File: config.mk
export PLATFORM = sky130hd
export DESIGN_NAME = term_stream_ctrl
export DESIGN_NICKNAME = d
export VERILOG_FILES = /design/src/rtl/term_stream_ctrl.sv
export SDC_FILE = /design/constraint.sdc
export NUM_CORES = 1
export LEC_CHECK = 0
export BUFFER_PORTS_ARGS = -buffer_cell sky130_fd_sc_hd__buf_2
export CAP_MARGIN = 20
export CORE_UTILIZATION = 60
export DETAILED_ROUTE_END_ITERATION = 6
export PLACE_DENSITY_LB_ADDON = 0.05
export SYNTH_ARGS = -nofsm -noshare
export SYNTH_HDL_FRONTEND = slang
export SYNTH_SLANG_ARGS = --single-unit
File: constraint.sdc
create_clock -name clk -period 7.2 [get_ports clk]
set_input_delay 2.16 -clock clk [delete_from_list [all_inputs] [get_ports clk]]
set_output_delay 2.16 -clock clk [all_outputs]
set_load 0.005 [all_outputs]
File: src/rtl/term_stream_ctrl.sv
// Issue/capture controller for a fixed-latency FP term pipeline with a
// credit-limited result FIFO that decouples capture from downstream pops.
//
// Ports:
//   clk, reset         - single clock, async active-high reset
//   clk_en             - global enable shared with the pipeline
//   in_valid/in_ready  - upstream sample handshake, in_data is sample x
//   pipe_x/pipe_en     - pipeline drive (pass-through of in_data/clk_en)
//   pipe_result        - pipeline result q
//   out_valid/ready    - downstream handshake, out_data is FIFO head
//   inflight           - issued samples not yet captured
module term_stream_ctrl #(
    parameter int LATENCY = 24,
    parameter int DEPTH   = 8
) (
    input  logic        clk,
    input  logic        reset,
    input  logic        clk_en,
    input  logic        in_valid,
    output logic        in_ready,
    input  logic [31:0] in_data,
    output logic [31:0] pipe_x,
    output logic        pipe_en,
    input  logic [31:0] pipe_result,
    output logic        out_valid,
    input  logic        out_ready,
    output logic [31:0] out_data,
    output logic [6:0]  inflight
);

    localparam int PW = $clog2(DEPTH);
    localparam int CW = PW + 1;

    logic [LATENCY:1] tag;
    logic [LATENCY:0] tag_sh;
    logic [31:0]      mem [DEPTH];
    logic [PW-1:0]    wr_ptr;
    logic [PW-1:0]    rd_ptr;
    logic [PW-1:0]    rd_next;
    logic [CW-1:0]    count;
    logic [CW-1:0]    count_next;
    logic [7:0]       credit;
    logic [31:0]      head_next;
    logic             accept;
    logic             capture;
    logic             pop;

    assign pipe_x  = in_data;
    assign pipe_en = clk_en;

    // Captured + in-flight results can never exceed the FIFO size, so a
    // capture always finds a free slot.
    assign credit   = 8'(count) + 8'(inflight);
    assign in_ready = clk_en & ~reset & (credit < 8'(DEPTH));
    assign accept   = in_valid & in_ready;

    assign capture = clk_en & tag[LATENCY];
    assign pop     = out_valid & out_ready;

    // Shift in the accept flag; the top bit falls off the end.
    assign tag_sh = {tag, accept};

    assign rd_next    = rd_ptr + PW'(pop);
    assign count_next = count + CW'(capture) - CW'(pop);

    // Head register is refilled from the write data when the new head is
    // the very slot being written this edge (FIFO otherwise empty).
    always_comb begin
        head_next = mem[rd_next];
        if (capture && (wr_ptr == rd_next))
            head_next = pipe_result;
    end

    always_ff @(posedge clk or posedge reset) begin
        if (reset) begin
            tag      <= '0;
            inflight <= '0;
        end else if (clk_en) begin
            tag <= tag_sh[LATENCY-1:0];
            if (accept && !capture)
                inflight <= inflight + 7'd1;
            else if (!accept && capture)
                inflight <= inflight - 7'd1;
        end
    end

    always_ff @(posedge clk) begin
        if (capture)
            mem[wr_ptr] <= pipe_result;
    end

    always_ff @(posedge clk or posedge reset) begin
        if (reset) begin
            wr_ptr    <= '0;
            rd_ptr    <= '0;
            count     <= '0;
            out_valid <= 1'b0;
            out_data  <= '0;
        end else begin
            if (capture)
                wr_ptr <= wr_ptr + PW'(1);
            rd_ptr    <= rd_next;
            count     <= count_next;
            out_valid <= (count_next != '0);
            if (capture || pop)
                out_data <= head_next;
        end
    end

    a_no_overflow: assert property (
        @(posedge clk) disable iff (reset)
        !(capture && (count == CW'(DEPTH)) && !pop)
    );

endmodule
==> run_results.csv <==
group,metric,value,unit
clock_tree,htreeDepth,2,
die,die_area,24380,um^2
die,placementRows,56,
flow_run,cap_violations,0,
critical_path,crit_path_start_kind,"primary input",
yosys,synth_top_area_share,53.93,%
placed_design,gp_congestion,0.7460,
worst_hold_path,hold_path.class,"reg -> reg",
layout,utilization,67.48,%
yosys,synth-seq-cells,330,
sta,rsz0062_at_grt,"no",
status,outcome,"completed",
critical_path,path_cells,"buf_2, nor4b_1, nand2_1, a21oi_1, buf_2",
grt,grt_max_degree,103,
critical_path,crit_top_cell,"buf_2",
critical_path,worstPathRequired,5.04,ns
critical_path,cp.buffers_inverters,2,
clock_tree,ctsResizeCount,0,
die,fp.coreArea,23400,um^2
placed_design,place_area,14690,um^2
yosys,synth.top_cells.by_count,"edfxtp_1, nand2_1, dfrtp_1, mux4_2, o21ai_1",
clock_tree,clk_latency,0.50,ns
route,drc,0,
critical_path,path_max_fanout,29,
placed_design,io_buffers,78,
sta,finalHoldViolCount,0,
sta,hold_ws,0.4818,ns
sta,finalSetupTns,0,ns
die,ioPinCount,143,
route,first_iter_violations,606,
clock_tree,clkTransAtPathRegs,0.05,ns
die,fp.dieH,156.1,um
sta,clock_skew,0.01041,ns
yosys,syn_inst,938,
clock_tree,clk_path_buf_depth,3,
grt,antenna_found_initial,0,
sta,finalCritPeriodShare,75.59,%
critical_path,critPathTopFamily,"buffers and inverters",
yosys,synth_warnings,0,
yosys,synth_edf_count,256,
power,peakVddDrop,0.0002547,V
critical_path,slowest_stage,"buf_2",
power,p_comb_share,34.5,%
clock_tree,holdBufCountCts,0,
yosys,synthXorXnorAreaFrac,0.6759,%
layout,syn2layout_area_growth,10.78,%
yosys,synthFlopType,"edfxtp_1",
yosys,yosys.area_share.simple,7.110,%
route,wire_per_inst,21.94,um
yosys,ys_seq_area_share,66.92,%
sta,finalCriticalPeriod,5.442,ns
power,power.density,398.6,nW/um^2
power,p_clk_share,27.4,%
sta,fmax,0.1837,GHz
yosys,synthMuxAreaShare,12.01,%
yosys,yosysMostFrequentCell,"edfxtp_1",
route,vias_per_cell,6.077,
yosys,synth.area.top_cells,"edfxtp_1, dfrtp_1, mux4_2",
grt,grt_pass1_vias,8374,
clock_tree,clock-root-buffer,"clkbuf_16",
layout,layout-drive-gt1-share,24.00,%
yosys,synthAdderAreaFrac,1.773,%
yosys,async_reset_ff_share,22.42,%
yosys,yosys.area.top_type,"edfxtp_1",
clock_tree,cts_setup_buffers,0,
critical_path,cp-end-kind,"output port",
critical_path,cp.arrival,3.28,ns
critical_path,max_stage_delay,0.46,ns
clock_tree,tritoncts,"done",
power,power,6.295,mW
route,ant_nets,0,
placed_design,dp_hpwl,16.25,mm
power,p_int,4.290,mW
layout,nets,1068,
grt,grt_pass1_wl,45.63,mm
power,power.switching,2.005,mW
route,routed_wl,29.05,mm
yosys,synth_cell_types,41,
layout,fill_cells,1654,
clock_tree,cts.sink_count,330,
grt,track_usage,25.14,%
layout,final_design_area_no_fill,15790,um^2
clock_tree,cts_buffers,34,
sta,worstMarginPinSlew,1.120,ns
critical_path,crit_type,"in -> out",
power,p_leak,5.812,nW
sta,slew_viol_final,0,
yosys,synth_compound_area_share,6.109,%
route,dr.pass1.iters,5,
yosys,syn-num-nets,1026,
yosys,synth_top_family_by_area,"multiplexers",
sta,finalSetupViolCount,0,
yosys,syn_avg_cell_area,15.20,um^2
die,die_w,156.1,um
sta,slew_headroom,25.31,%
power,seqPwrFrac,38.2,%
die,start_util,60.91,%
route,dr_total_vias,8046,
power,sw_frac_of_total,31.85,%
grt,grt-ovfl-total,0,
yosys,syn_area,14250,um^2
[per-stage QoR]
stage	setup WS (ns)	std cells
6_report	1.758	1324
4_1_cts	1.755	1323
2_1_floorplan	1.835	938
5_1_grt	1.532	1323
3_3_place_gp	1.790	1263
3_5_place_dp	1.718	1263
[registers in the layout, indices dropped and copies added (netlist names)]
name / cells
count: 4
inflight: 7
mem: 256
out_data: 32
out_valid: 1
rd_ptr: 3
tag: 24
wr_ptr: 3
[area by class of cell]
type                    count  area [um^2]  area share, %
flip-flops and latches    330         9543          60.43
multi-input cells         470         4036          25.56
clock buffers              44        962.2          6.093
repair buffers             96        525.5          3.328
well taps                 319        399.1          2.528
inverters                  48        181.4          1.149
clock inverters            16        141.4         0.8953
diodes                      1        2.502        0.01585
[logic make-up (layout without fill, tap and decap cells)]
logic type / count (synthesis) / in the layout
xor+xnor: 11 / 11
compound gates: 145 / 145
simple gates: 208 / 208
other cells: 0 / 1
flops: 330 / 330
mux: 87 / 87
fa+ha+maj: 19 / 19
buf+inv: 138 / 204
[worst paths after layout]
check | start | to | slack [ns] | cells after the start
setup / recovery | clk_en | in_ready | 1.76 | 5
hold / removal | tag[1]$_DFFE_PP0P_ | tag[1]$_DFFE_PP0P_ | 0.48 | 1
setup reg to reg | out_valid$_DFF_PP0_ | out_data[6]$_DFFE_PP0P_ | 3.57 | 9
hold reg to reg | tag[1]$_DFFE_PP0P_ | tag[1]$_DFFE_PP0P_ | 0.48 | 1
max in group asynchronous | reset | wr_ptr[2]$_DFFE_PP0P_ | 4.41 | 3
min in group asynchronous | reset | inflight[6]$_DFFE_PP0P_ | 1.73 | 2
[routing by layer]
layer	up-vias	share of wire, %	routed length, um	track usage (%)
met3	74	5.8	1698	4.028
met4	0	2.4	694	9.104
met2	269	50	14520	42.16
met5	-	0	0	0
met1	4088	42	12140	33.54
li1	3615	-	-	-
[cell usage in the layout, fill, tap and decap left out, types with 4 or more instances in the layout]
| cell type | count |
|---|---|
| ha_1 | 14 |
| a21o_1 | 4 |
| nand2_1 | 111 |
| mux2_2 | 23 |
| mux4_2 | 61 |
| nand3_1 | 6 |
| clkbuf_1 | 6 |
| o21ai_0 | 13 |
| dfrtp_1 | 73 |
| nor4b_1 | 33 |
| inv_1 | 46 |
| buf_2 | 78 |
| nor2_4 | 6 |
| buf_4 | 18 |
| clkinv_1 | 11 |
| a21oi_1 | 36 |
| nor2_1 | 32 |
| edfxtp_1 | 256 |
| o21ai_1 | 56 |
| nand2b_1 | 4 |
| xnor2_1 | 9 |
| clkbuf_16 | 37 |
| a2111oi_0 | 29 |
[power by group through the flow]
| stage | combinational, mW | sequential (mW) | clock, mW |
|---|---|---|---|
| floorplan | 1.69 | 2.42 | 0 |
| global placement | 2.09 | 2.43 | 0 |
| detailed placement | 2.18 | 2.44 | 0 |
| CTS | 2.20 | 2.40 | 1.76 |
| global route | 2.41 | 2.42 | 1.82 |
| finish | 2.17 | 2.40 | 1.72 |
(Power assumes the default switching activity.)
